### config.mk
export PLATFORM = sky130hd
export DESIGN_NAME = ifetch_ctrl
export DESIGN_NICKNAME = d
export VERILOG_FILES = /design/src/rtl/ifetch_ctrl.sv
export SDC_FILE = /design/constraint.sdc
export NUM_CORES = 1
export LEC_CHECK = 0
export CAP_MARGIN = 20
export CORE_UTILIZATION = 45
export CTS_BUF_LIST = sky130_fd_sc_hd__clkbuf_8
export DETAILED_ROUTE_END_ITERATION = 16
export PLACE_DENSITY = 0.89
export SETUP_SLACK_MARGIN = 0.4
export SLEW_MARGIN = 10
export SYNTH_ARGS = -nofsm -noshare
export SYNTH_HDL_FRONTEND = slang
export SYNTH_SLANG_ARGS = --single-unit
export TNS_END_PERCENT = 20
### constraint.sdc
create_clock -name CLK -period 3.6 [get_ports CLK]
set_clock_uncertainty 0.05 [all_clocks]
set_input_delay 0.36 -clock CLK [delete_from_list [all_inputs] [get_ports CLK]]
set_output_delay 0.36 -clock CLK [all_outputs]
set_load 0.005 [all_outputs]
### src/rtl/ifetch_ctrl.sv
// Instruction fetch controller: sequential fetch PC feeding a 2-entry prefetch FIFO,
// with redirect flush and halt.
module ifetch_ctrl (
  input  logic        CLK,
  input  logic        RESET,
  output logic [7:0]  IMEM_ADDR,
  input  logic [15:0] IMEM_Q,
  output logic [15:0] INSTR,
  output logic [7:0]  INSTR_PC,
  output logic        INSTR_VALID,
  input  logic        INSTR_READY,
  input  logic        REDIRECT,
  input  logic [7:0]  REDIRECT_PC,
  input  logic        HALT,
  output logic [1:0]  FIFO_COUNT
);

  logic [7:0]  fetch_pc;
  logic [7:0]  pc_mem [2];
  logic [15:0] instr_mem [2];
  logic        rd_ptr;
  logic        wr_ptr;
  logic [1:0]  count;
  logic        pop;
  logic        push;

  assign pop  = (count != 2'd0) && INSTR_READY;
  // A pop in the same cycle frees a slot, so a full FIFO can still accept a push.
  assign push = !REDIRECT && !HALT && ((count != 2'd2) || pop);

  assign IMEM_ADDR   = fetch_pc;
  assign INSTR       = instr_mem[rd_ptr];
  assign INSTR_PC    = pc_mem[rd_ptr];
  assign INSTR_VALID = (count != 2'd0);
  assign FIFO_COUNT  = count;

  always_ff @(posedge CLK) begin
    if (RESET) begin
      fetch_pc <= 8'h00;
      count    <= 2'd0;
      rd_ptr   <= 1'b0;
      wr_ptr   <= 1'b0;
    end else if (REDIRECT) begin
      fetch_pc <= REDIRECT_PC & 8'hFE;
      count    <= 2'd0;
      rd_ptr   <= 1'b0;
      wr_ptr   <= 1'b0;
    end else begin
      if (push) begin
        fetch_pc <= fetch_pc + 8'd2;
        wr_ptr   <= ~wr_ptr;
      end
      if (pop) begin
        rd_ptr <= ~rd_ptr;
      end
      case ({push, pop})
        2'b10:   count <= count + 2'd1;
        2'b01:   count <= count - 2'd1;
        default: count <= count;
      endcase
    end
  end

  // Storage needs no reset; occupancy alone decides what is valid.
  always_ff @(posedge CLK) begin
    if (push) begin
      pc_mem[wr_ptr]    <= fetch_pc;
      instr_mem[wr_ptr] <= IMEM_Q;
    end
  end

endmodule
==> results.json <==
{
  "outcome": "finished, final reports clean",
  "start_util": 0.466,
  "cap_violations": 0,
  "rows": 26,
  "finalCritPeriodShare": 0.717,
  "synth_seq_cells": 58,
  "cts_tree": "done",
  "use_met1": 0.198,
  "via_count": 1546,
  "slew_headroom": 0.468,
  "place.gp.congestion": 0.766,
  "drt_iter0_drc": 85,
  "final_util": 0.630,
  "slew_violations": 0,
  "dp.final_hpwl_um": 2800,
  "worstHoldStart": "rd_ptr",
  "grt_most_used_layer": "met2",
  "core_area_sq_um": 5070,
  "grt_use_met2": 0.249,
  "yosys_warnings": 0,
  "reg2reg_depth": 3,
  "synth.distinct_cells": 41,
  "grt.total_usage": 0.160,
  "min_delay_path_depth": 2,
  "syn_area_per_cell_sq_um": 15.1,
  "fin_nets": 253,
  "num_antenna_cells": 0,
  "postSynthCellCount": 157,
  "slowest_stage": "dfxtp_1",
  "tightest_slew_ns": 0.795,
  "grt_start_max_net_pins": 24,
  "ios": 64,
  "place_ws_ns": 1.29,
  "final.setup.tns_ns": 0,
  "clk_latency_ns": 0.32,
  "grt_pass1_vias": 1376,
  "synth_area_sq_um": 2370,
  "power_w": 0.00135,
  "cts_hold_buf": 0,
  "cp_data_arrival_time_ns": 2.17,
  "cts_setup_buffers": 0,
  "placed_cells": 282,
  "post-route-min-period_ns": 2.58,
  "max_freq_mhz": 387,
  "cts_made_buffers": 9,
  "htreeDepth": 3,
  "clk_pin_slew_worst_paths_ns": 0.06,
  "startpoint_type": "flip-flop",
  "clock-sinks": 58,
  "setup_viol": 0,
  "vdd_drop_max_mv": 0.211,
  "drive_above_1_share": 0.180,
  "grt-ovfl-total": 0,
  "clock_path_buffers": 2,
  "post_cts_resize_count": 0,
  "worst_slack_ns": 1.02,
  "syn_to_final_growth_pct": 35.0,
  "crit_type": "flip-flop to output port",
  "path_cells": "buf_4 -> mux2_2 -> clkdlybuf4s50_1",
  "cp_max_fo": 15,
  "viasPerCell": 5.19,
  "die_area_sq_um": 5550,
  "instances_no_fill": 298,
  "numPortBuffers": 60,
  "critPathMaxStageDelay_ns": 0.75,
  "p_per_area_nw_per_um2": 423,
  "required_ns": 3.19,
  "hold_viol": 0,
  "die_h_um": 74.5,
  "async_flop_share": 0,
  "ys.flop_type": "edfxtp_1",
  "seq_area_frac_synth": 0.685,
  "setup.worst_path.end_class": "output port",
  "r2r-start": "FIFO_COUNT[1]",
  "dr.pass1.iters": 4,
  "leakage_nw": 1.08,
  "antenna_found_initial": 0,
  "grt_pass1_wl_um": 6360,
  "fp.dieW_um": 74.5,
  "synth_edf_count": 46,
  "cts-root-buf": "clkbuf_8",
  "post_drt_wl_per_cell_um": 14.5,
  "min_path_type": "flip-flop to flip-flop",
  "rsz0062_at_grt": "no",
  "detail-route-antenna-nets": 0,
  "wl_um": 4310,
  "remaining_drc_errors": 0,
  "use_met3": 0.0623
}
-- critical path, delay by kind of cell (launching register included) --
kind | cells | cell delay (ns)
buf+inv | 2 | 0.75
flops | 1 | 0.75
mux | 1 | 0.35
-- power breakdown --
group / switching, W / internal (W)
sequential: 0.0000185 / 0.000750
clock: 0.000221 / 0.000233
combinational: 0.0000467 / 0.0000839
-- cell type report --
| cell class | instances | area (sq um) |
|---|---|---|
| Fill cell | 404 | 1880 |
| Clock inverter | 7 | 27.5 |
| Sequential cell | 58 | 1620 |
| Timing Repair Buffer | 63 | 623 |
| Inverter | 3 | 11.3 |
| Clock buffer | 9 | 124 |
| Multi-Input combinational cell | 88 | 702 |
| Tap cell | 70 | 87.6 |
-- routing by layer --
layer  wire [um]  vias up
met5           0        -
met4          31        0
met3         339        5
met2        2080       53
met1        1860      749
li1            -      739
-- cells in the final DEF (no fill, tap or decap), types with 2 or more instances in the layout --
| master | instances |
|---|---|
| and4_1 | 2 |
| o21ai_0 | 6 |
| a211oi_1 | 2 |
| clkbuf_8 | 9 |
| inv_1 | 4 |
| clkinv_1 | 5 |
| mux2_2 | 23 |
| o211ai_1 | 3 |
| nand2_1 | 4 |
| nand4b_1 | 3 |
| a311oi_1 | 4 |
| buf_4 | 3 |
| clkdlybuf4s50_1 | 60 |
| edfxtp_1 | 46 |
| nor3_1 | 2 |
| or4_1 | 2 |
| dfxtp_1 | 12 |
| nor2_1 | 9 |
| or3_1 | 4 |
| nand3_1 | 2 |
| conb_1 | 2 |
| a31oi_1 | 2 |
| a21oi_1 | 2 |
-- cell families after synthesis --
| family | count (synthesis) | share of synthesized area |
|---|---|---|
| AOI/OAI and AO/OA | 20 | 0.0592 |
| xor gates and xnor gates | 2 | 0.00740 |
| muxes | 24 | 0.114 |
| other | 1 | 0.00158 |
| adders and majority gates | 1 | 0.00528 |
| and+or+nand+nor | 39 | 0.101 |
| buffers and inverters | 12 | 0.0264 |
| DFF | 58 | 0.685 |
-- stage by stage --
stage / instance area (sq um) / hold slack [ns]
floorplan: 2380 / 0.400
global route: 3200 / 0.485
finish: 3200 / 0.462
detailed placement: 3050 / 0.445
CTS: 3200 / 0.464
global placement: 3050 / 0.435
-- final timing paths --
kind / to / slack (ns)
hold / removal: rd_ptr / 0.46
hold reg to reg: rd_ptr / 0.46
setup / recovery: INSTR[11] / 1.02
setup reg to reg: instr_mem[0][11] / 1.79
-- synth_stat cells (all sizes together) (3+ instances only) --
library cell	n	area [sq um]
a311oi	4	35.0
buf	5	35.0
clkbuf	4	16.3
dfxtp	12	240
edfxtp	46	1380
inv	3	11.3
mux2	23	259
nand2	4	15.0
nand4b	3	26.3
nor2	9	33.8
o211ai	3	22.5
o21ai	6	30.0
or3	4	25.0
-- state kept, by name, summed over array words and instances, names as in the netlist, named ones only --
signal / count
FIFO_COUNT: 2
IMEM_ADDR: 7
instr_mem: 32
pc_mem: 14
rd_ptr: 1
wr_ptr: 1
(Power assumes the default switching activity.)
==> RTL change: new RTL, same flow settings <==
Register the output `FIFO_COUNT` once more, cleared by the reset; this adds one clock of latency there. The other outputs are not delayed to match.
--- a/src/rtl/ifetch_ctrl.sv
+++ b/src/rtl/ifetch_ctrl.sv
@@ -32,7 +32,13 @@
   assign INSTR       = instr_mem[rd_ptr];
   assign INSTR_PC    = pc_mem[rd_ptr];
   assign INSTR_VALID = (count != 2'd0);
-  assign FIFO_COUNT  = count;
+  always_ff @(posedge CLK) begin
+    if (RESET) begin
+      FIFO_COUNT <= '0;
+    end else begin
+      FIFO_COUNT <= count;
+    end
+  end
 
   always_ff @(posedge CLK) begin
     if (RESET) begin
Behaviour: not the same (Yosys sat finds a counterexample within 4 cycles, from zero or initial values and one cycle with RESET high).
==> RTL change against the original RTL <==
  * Final area grew 1.3%
  * Sequential cell count grew 2
  * Area after synthesis grew 0.48%
  * Synthesized cell count shrank 0.64%
  * Power grew 8.2%
  * Critical path depth is the same
  * Largest cell class unchanged
  * Setup slack gained 0.41 ns
  * Highest routed layer unchanged
  * Wire length shrank 0.51%
  * Critical path type unchanged
==> RTL change: results (changes against the original RTL) <==
[clocking]
cts_buffer_depth = 2  ; unchanged
clock-root-buffer = clkbuf_8
clkTransAtPathRegs_ns = 0.06  ; about the same
post-cts-setup-buffers = 0  ; unchanged
holdBufCountCts = 0  ; unchanged
clk_latency_ns = 0.33
htreeDepth = 3  ; unchanged
cts_resized = 0  ; unchanged

[grt]
grt_use_total = 0.160  ; about the same
grt_pass1_wl_mm = 6.37  ; +0.11%
first_global_vias = 1414  ; +2.8%
grt_antenna_before_repair = 0  ; unchanged

[yosys]
synth_flop_cell = edfxtp_1
synth_seq_area_share = 0.699  ; +0.0136
synthTopCellsByArea = edfxtp_1, dfxtp_1, mux2_2
synth.top_cells.by_count = edfxtp_1, mux2_2, dfxtp_1
synth_cell_types = 35  ; -15%
synth-edff-count = 46  ; unchanged
yosysWarnings = 0  ; unchanged

[critical_path]
cp.arrival_ns = 1.77  ; -0.40 ns
cp_top_family = buffers and inverters
max_stage_delay_ns = 0.46  ; -0.29 ns
start_kind = flip-flop
rr_startpoint = count[1]
slowest_stage = clkdlybuf4s50_1
crit_fanout = 23  ; +8

[min_path]
min_path_type = reg2reg
worstHoldStart = IMEM_ADDR[7]

[timing]
finalSetupTns_ns = 0  ; unchanged
tightestPinTransition_ns = 0.622  ; -0.173 ns

[drt]
dr.pass1.iters = 4  ; unchanged
drtIter0Drc = 52  ; -39%
routed-via-count = 1554  ; +0.52%
drt_wl_total_mm = 4.29  ; -0.51%

[placement]
dp.final_hpwl_mm = 2.87  ; +2.4%
place.gp.congestion = 0.751  ; -1.9%
io_buffers = 60  ; unchanged
dpl_cell_area_sq_um = 3060  ; +0.41%
pre_cts_slack_ns = 1.25  ; -0.0354 ns

[run_status]
outcome = completed

[final_layout]
diodes = 0  ; unchanged
largest_register_ff_count = 32  ; unchanged
fin_nets = 252  ; -0.40%
top_register = instr_mem
drive_gt1_frac = 0.195  ; +0.0149

[power]
vdd_drop_max_mv = 0.191  ; -9.2%
power.leakage_nw = 1.10  ; +2.0%

==> RTL change: cell types whose count changed after synthesis, moves of 2 or more <==
| cell | delta |
|---|---|
| o21ai_0 | -3 |
| o31a_1 | +2 |
| or3_1 | -2 |
| nand4_1 | +2 |
| a31oi_1 | -2 |
| nand2_1 | -2 |
| o211ai_1 | -3 |
| and4_1 | -2 |
| or4_1 | +3 |
| o31ai_1 | +4 |
| nor4_1 | +2 |
| nand4b_1 | -3 |
| dfxtp_1 | +2 |
==> RTL change: path summary, 6_finish.rpt <==
| check | to | slack, ns | depth (start not counted) |
|---|---|---|---|
| setup / recovery | INSTR_PC[1] | 1.42 | 3 |
| hold / removal | pc_mem[0][7] | 0.47 | 0 |
| setup reg to reg | instr_mem[1][15] | 1.80 | 4 |
| hold reg to reg | pc_mem[0][7] | 0.47 | 0 |
==> RTL change: per-stage QoR <==
step	hold WS, ns	std cells
after floorplan	0.382	157
after global placement	0.463	281
after detailed placement	0.456	281
after CTS	0.466	296
after global routing	0.479	296
final	0.470	296
==> RTL change: power breakdown <==
group	total, mW	internal [mW]	leakage [nW]	switching (mW)
combinational	0.129	0.0812	0.463	0.0480
sequential	0.787	0.771	0.543	0.0159
clock	0.549	0.309	0.0923	0.240
==> RTL change: cell families after synthesis <==
| family | after synthesis | synth area share |
|---|---|---|
| flip-flops | 60 | 0.699 |
| AND/OR/NAND/NOR | 34 | 0.0815 |
| multiplexers | 24 | 0.113 |
| AO/OA/AOI/OAI | 20 | 0.0621 |
| buffers and inverters | 14 | 0.0305 |
| XOR/XNOR | 2 | 0.00737 |
| adder cells (fa/ha/maj) | 1 | 0.00526 |
| other | 1 | 0.00158 |
==> RTL change: final cells by class <==
class | instances | area, sq um
fill | 417 | 1870
sequential | 60 | 1660
multi-input combinational | 83 | 663
timing repair buffer | 64 | 631
clock buffer | 9 | 124
tap | 70 | 87.6
clock inverter | 6 | 56.3
inverter | 4 | 15.0
==> RTL change: metal layers <==
metal / vias to the layer above / track usage / wire (microns)
li1: 734 / - / -
met1: 766 / 0.182 / 1790
met2: 47 / 0.258 / 2110
met3: 7 / 0.0669 / 323
met4: 0 / 0.0818 / 71
met5: - / 0 / 0
